--- config.mk ---
export PLATFORM = sky130hd
export DESIGN_NAME = fetch_unit
export DESIGN_NICKNAME = d
export VERILOG_FILES = /design/src/rtl/fetch_unit.sv
export SDC_FILE = /design/constraint.sdc
export NUM_CORES = 1
export LEC_CHECK = 0
export BUFFER_PORTS_ARGS = -buffer_cell sky130_fd_sc_hd__clkbuf_2
export CELL_PAD_IN_SITES_DETAIL_PLACEMENT = 0
export CELL_PAD_IN_SITES_GLOBAL_PLACEMENT = 1
export CORE_ASPECT_RATIO = 0.7
export CORE_MARGIN = 5
export CORE_UTILIZATION = 26
export CTS_BUF_LIST = sky130_fd_sc_hd__clkbuf_8
export CTS_CLUSTER_SIZE = 30
export DETAILED_ROUTE_END_ITERATION = 6
export PLACE_DENSITY_LB_ADDON = 0.1
export SLEW_MARGIN = 20
export SYNTH_ARGS = -nofsm -noshare
export SYNTH_HDL_FRONTEND = slang
export SYNTH_SLANG_ARGS = --single-unit
export TNS_END_PERCENT = 100
--- constraint.sdc ---
create_clock -name clk -period 2.6 [get_ports clk]
set_input_delay 0.26 -clock clk [delete_from_list [all_inputs] [get_ports clk]]
set_output_delay 0.26 -clock clk [all_outputs]
set_load 0.01 [all_outputs]
--- src/rtl/fetch_unit.sv ---
// fetch_unit -- instruction fetch stage.
//
// Holds the PC, fetches one instruction word at a time from instruction
// memory over a req/ack handshake with variable latency, presents the word
// to decode over a valid/ready handshake, and computes the next fetch
// address from the decode outcome (PCsrc/ImmExt for beq, else pc+4).
// A misaligned next-PC target halts the unit with a sticky fault until reset.
//
// Handshakes:
//   imem: imem_req is held high with imem_addr constant until imem_ack=1 is
//         seen; imem_ack while imem_req=0 is ignored.
//   decode: a transfer happens on any rising edge where instr_valid and
//         instr_ready are both 1; instr/pc are stable until then. PCsrc and
//         ImmExt are only looked at on that transfer edge.
//
// Ports:
//   clk, rst_n            clock, asynchronous active-low reset
//   imem_req, imem_addr   fetch request and address (outputs)
//   imem_ack, imem_rdata  memory response (inputs)
//   instr, pc             registered instruction and its address (outputs)
//   instr_valid           instr/pc hold a valid instruction (output)
//   instr_ready           decode accepts instr this cycle (input)
//   PCsrc, ImmExt         branch taken / sign-extended offset (inputs)
//   fault                 sticky misaligned-target flag (output)
//   state                 current FSM state, for debug/observation (output)
module fetch_unit #(
    parameter int                    ADDR_WIDTH = 32,
    parameter int                    DATA_WIDTH = 32,
    parameter logic [ADDR_WIDTH-1:0] RESET_PC   = '0
) (
    input  logic                  clk,
    input  logic                  rst_n,
    output logic                  imem_req,
    output logic [ADDR_WIDTH-1:0] imem_addr,
    input  logic                  imem_ack,
    input  logic [DATA_WIDTH-1:0] imem_rdata,
    output logic [DATA_WIDTH-1:0] instr,
    output logic [ADDR_WIDTH-1:0] pc,
    output logic                  instr_valid,
    input  logic                  instr_ready,
    input  logic                  PCsrc,
    input  logic [ADDR_WIDTH-1:0] ImmExt,
    output logic                  fault,
    output logic [1:0]            state
);

    localparam logic [1:0] ST_FETCH = 2'd0;
    localparam logic [1:0] ST_HOLD  = 2'd1;
    localparam logic [1:0] ST_HALT  = 2'd2;

    localparam logic [ADDR_WIDTH-1:0] PC_STEP = ADDR_WIDTH'(4);

    logic [1:0]            state_q;
    logic                  handshake;
    logic [ADDR_WIDTH-1:0] target;

    assign handshake = (state_q == ST_HOLD) && instr_valid && instr_ready;
    // Plain modulo-2^ADDR_WIDTH add: backward branches wrap naturally.
    assign target    = PCsrc ? (pc + ImmExt) : (pc + PC_STEP);
    assign state     = state_q;

    always_ff @(posedge clk or negedge rst_n) begin
        if (!rst_n) begin
            state_q     <= ST_FETCH;
            imem_addr   <= RESET_PC;
            imem_req    <= 1'b0;
            instr       <= '0;
            pc          <= '0;
            instr_valid <= 1'b0;
            fault       <= 1'b0;
        end else begin
            case (state_q)
                ST_FETCH: begin
                    // Coming out of reset req is low: raise it first. An ack
                    // seen while req is low (e.g. a late response to a request
                    // abandoned by reset) is dropped here.
                    if (!imem_req) begin
                        imem_req <= 1'b1;
                    end else if (imem_ack) begin
                        instr       <= imem_rdata;
                        pc          <= imem_addr;
                        instr_valid <= 1'b1;
                        imem_req    <= 1'b0;
                        state_q     <= ST_HOLD;
                    end
                end
                ST_HOLD: begin
                    if (handshake) begin
                        instr_valid <= 1'b0;
                        if (target[1:0] == 2'b00) begin
                            imem_addr <= target;
                            imem_req  <= 1'b1;
                            state_q   <= ST_FETCH;
                        end else begin
                            fault    <= 1'b1;
                            imem_req <= 1'b0;
                            state_q  <= ST_HALT;
                        end
                    end
                end
                default: begin
                    // HALT (and the unused encoding): everything frozen until reset.
                end
            endcase
        end
    end

endmodule

==> run summary <==
The flow ran to the end, but the final reports show violations. The checks that failed: setup timing. The tools report the number of max-cap violations as 0. The placed cell count is 1,179.

Setup repair after global routing could not meet its margin everywhere. Yosys attributes the largest share of cell area to sky130_fd_sc_hd__dfrtp_1 40%, sky130_fd_sc_hd__mux2_2 11%, sky130_fd_sc_hd__ha_1 6.3%, sky130_fd_sc_hd__xnor2_1 3.9%, sky130_fd_sc_hd__a21oi_1 3.6%. Measured against the total synthesized area, the mux share comes to 11.87%. The number of storage elements in the synthesis netlist is 100. Headroom to the max-slew limit came out at 52.58%.

Yosys mapped the design onto 73 distinct sky130hd cell types. TritonCTS built the clock tree. The synthesized design spends more area on one cell type than any other, namely sky130_fd_sc_hd__dfrtp_1. In this run, CTS created clock tree buffers numbering 9.

The run gives 39.56% as the portion of the post-synthesis area used by sequential elements. Counting cells, the worst reg-to-reg path comes to 11. From synthesis to final layout, the design area changed by 34.32%. The run gives 2910 ps as the endpoint arrival time on the critical path. In the synthesized netlist the dominant register cell turns out to be sky130_fd_sc_hd__dfrtp_1.

The root cell of the clock tree was sky130_fd_sc_hd__clkbuf_8. Once the floorplan was initialized, standard cells occupied 26.56% of the core. The simple-gate share of the synthesized area was 15.63%. For the pin with the worst max-slew slack, the measured transition is 711.3 ps.

Type of the most critical hold path: primary input to register. The final route contains 5,979 vias. After clock tree synthesis, the clock-pin slew on the worst setup and hold paths is 110 ps. The post-route netlist has 42.39% of its cells at a drive strength greater than 1. VDD sags by at most 0.0004352 V.

In this run the power spent charging and discharging nets is 3.966 mW. In the synthesized netlist, the number of instances is 640. Summing all non-filler instances in the final layout gives an area of 0.008497 mm². The congestion estimate from routability-driven global placement came to 0.8323.

The routed design has 23.32 mm of wire. The synthesized-area fraction occupied by adder cells came out at 6.646%. A synthesized cell averages 9.884 µm².

The part of the cycle the worst path needs is 100.5%, and the number of global-route vias before repair is 6,239. For the placed wire-length estimate after detailed placement, the log shows 18.21 mm. The synthesized netlist devotes 17.46% of its cell area to compound gates. The violation count after the first detailed-routing iteration was 412.

The global route total overflow was 0; the top-area cell type share of the netlist area was 39.56%. The tools report the type of element launching the critical path as a register. Counting flops with a built-in enable in the synthesized netlist gives 0.

The number of nets in the synthesized netlist is 742. The logs give 0 for the number of antenna violations at the first check in global routing and 2 for the maximum buffer depth of the clock tree. 0 antenna diodes ended up in the layout. For the global-route total usage across every layer, the log shows 16.89%.

The maximum fanout encountered on the critical timing path came out at 5. The most common cell in the synthesized netlist is sky130_fd_sc_hd__dfrtp_1. Dividing the detail-routed wire length by the instance count gives 19.35 µm. The tools report the filler-free cell count of the finished design as 1,205. The average vias per placed instance is 4.962.

The share of total power dissipated in sequential elements is 31.0%. The worst hold slack was 81.05 ps. Fill cells in the final layout number 2,461.

The multi-input combinational cells in the finished layout cover a total of 0.003821 mm². The floorplan row count is 47. After synthesis, the share of flip-flops with an asynchronous set or reset is 100.0%. Combinational group share of total power: 57.3%. The post-synthesis xor/xnor area fraction works out to 6.349%. The clock drives 100 sinks. The number of max-slew violations in the final report is 0, and the later-pin clock latency in the skew report is 400 ps. The worst setup path is of the register to register kind. Summing every instance area after synthesis gives 0.006326 mm². The tools report the number of nets at the end of the flow as 984. The tools report the kind of end point of the critical path as a register. The logs give 36.42 mm for the global-route wire length before repair and 382.9 MHz for the maximum operating frequency.

The overall die height was 140.5 µm; the setup TNS after final layout was -17.00 ps. The width of the chip is 196.4 µm, and the final routed DRC violation total is 0. The sequential cell area was 0.002502 mm²; the clock share of power was 11.8%. For the final database, setup skew stands at 17.17 ps.

The worst path needs 2612 ps of the cycle, external delays included. The tools report the instance area at placement as 0.008085 mm². Dominant combinational cell family by area after synthesis: compound AO/OA/AOI/OAI gates. For the worst setup path, the data required time is 2900 ps. Entering global routing, the biggest net connects 46 pins. The detail route stage leaves a number of antenna-violating nets equal to 0. For flop-to-flop paths, the worst setup slack is -10 ps.

The logs give 0.02382 mm² for the area of the core and 2 for the final number of setup-violating endpoints. The final setup slack of the worst path was -11.88 ps. Overall die area: 0.02760 mm².

The first detailed-routing pass took 7 iterations. In this run the power density over the cells is 1047 mW/mm². In the synthesized netlist, the cells that appear most often are 100 x sky130_fd_sc_hd__dfrtp_1, 64 x sky130_fd_sc_hd__mux2_2, 58 x sky130_fd_sc_hd__nand2_1.

In this run the number of H-tree levels came out at 3. The number of hold violations in the final report came out at 0. The number of cells on the worst hold path is 2. Buffers placed on the I/O ports in this run total 169. The run gives 170 as the boundary pin count.

The internal power summed over all cells is 4.930 mW. In this run switching power makes up 44.58% of total power. In this run the static leakage power is 4.072 nW. For the total of warnings raised by yosys, the log shows 0.
## timing repair
item                                    CTS  global route
pin swaps                                 5            11
resized for setup                         7            18
endpoints found under the setup margin    7            19
hold endpoints to repair                 43             0
hold buffers                              1             0
setup buffers                             1             8
## stage by stage
step / setup WS (ps) / util [%] / power (mW)
floorplan: 40.96 / - / 5.446
global placement: -158.0 / 33.95 / 7.661
detailed placement: -190.6 / 33.95 / 7.678
CTS: -24.37 / 34.98 / 8.830
global route: -196.3 / 35.68 / 9.586
finish: -11.88 / 35.68 / 8.897
## power groups by stage
stage	sequential [mW]	clock (mW)	combinational, mW
5_1_grt	2.86	1.15	5.58
2_1_floorplan	3.12	0	2.33
3_3_place_gp	2.76	0	4.90
4_1_cts	2.76	1.10	4.97
3_5_place_dp	2.77	0	4.91
6_report	2.75	1.05	5.09
## flip-flops by register name, indices dropped and copies added (netlist names)
| name | flops |
|---|---|
| imem_addr | 32 |
| instr | 32 |
| pc | 32 |
| state | 2 |
| fault | 1 |
| imem_req | 1 |
## area by class of cell
class / count / share of cell area (%)
well taps: 318 / 4.683
multi-input cells: 501 / 44.97
repair buffers: 259 / 18.11
clock inverters: 5 / 0.5154
inverters: 11 / 0.4859
clock buffers: 11 / 1.782
flip-flops and latches: 100 / 29.45
## layer usage
| metal | part of all wire [%] | vias to the layer above | track usage (%) |
|---|---|---|---|
| met2 | 40 | 212 | 23.59 |
| li1 | - | 2858 | - |
| met3 | 8.5 | 21 | 5.713 |
| met1 | 50 | 2888 | 25.05 |
| met4 | 1.4 | 0 | 3.709 |
| met5 | 0 | - | 0 |
## worst paths after layout
check,start,end
worst max-delay path,pc[1],imem_addr[19]
worst min-delay path,imem_rdata[23],instr[23]
worst max register to register,pc[1],imem_addr[19]
worst min register to register,fault,fault
max in group asynchronous,rst_n,instr[31]
min in group asynchronous,rst_n,instr[11]
## cell usage in the layout (no fill, tap or decap), types with 4 or more instances in the layout
master	count
sky130_fd_sc_hd__clkbuf_2	168
sky130_fd_sc_hd__dfrtp_1	100
sky130_fd_sc_hd__buf_4	89
sky130_fd_sc_hd__mux2_2	64
sky130_fd_sc_hd__nand2_1	57
sky130_fd_sc_hd__a21oi_1	44
sky130_fd_sc_hd__nor2_1	39
sky130_fd_sc_hd__ha_1	30
sky130_fd_sc_hd__o21ai_0	28
sky130_fd_sc_hd__xnor2_1	28
sky130_fd_sc_hd__nand3_1	21
sky130_fd_sc_hd__xor2_1	16
sky130_fd_sc_hd__a21o_1	15
sky130_fd_sc_hd__nor3_1	11
sky130_fd_sc_hd__nand4_1	11
sky130_fd_sc_hd__clkbuf_8	11
sky130_fd_sc_hd__inv_1	10
sky130_fd_sc_hd__and3_1	10
sky130_fd_sc_hd__or3_1	7
sky130_fd_sc_hd__o211ai_1	7
sky130_fd_sc_hd__a211oi_1	6
sky130_fd_sc_hd__and2_1	6
sky130_fd_sc_hd__o21ai_1	6
sky130_fd_sc_hd__a22oi_1	6
sky130_fd_sc_hd__nor3_2	5
sky130_fd_sc_hd__o22ai_1	5
sky130_fd_sc_hd__a31oi_1	5
sky130_fd_sc_hd__a221oi_1	4
sky130_fd_sc_hd__o21bai_1	4
sky130_fd_sc_hd__and4_1	4
## cells by family after synthesis
kind of cell | count (synthesis)
adders and majority gates | 33
buffers and inverters | 39
DFF | 100
muxes | 67
AOI/OAI and AO/OA | 166
xor gates and xnor gates | 45
and+or+nand+nor | 190
## worst max-delay path, stage by stage (launching register included)
cell and delay [ps]:
sky130_fd_sc_hd__dfrtp_1 400, sky130_fd_sc_hd__buf_4 150, sky130_fd_sc_hd__ha_1 290, sky130_fd_sc_hd__a211o_1 150
sky130_fd_sc_hd__a21o_1 250, sky130_fd_sc_hd__o211ai_1 130, sky130_fd_sc_hd__buf_4 160, sky130_fd_sc_hd__buf_4 140
sky130_fd_sc_hd__a2111oi_4 370, sky130_fd_sc_hd__nor2_1 90, sky130_fd_sc_hd__mux2i_1 130, sky130_fd_sc_hd__a221o_1 250
Power figures use the tool's default switching activity.
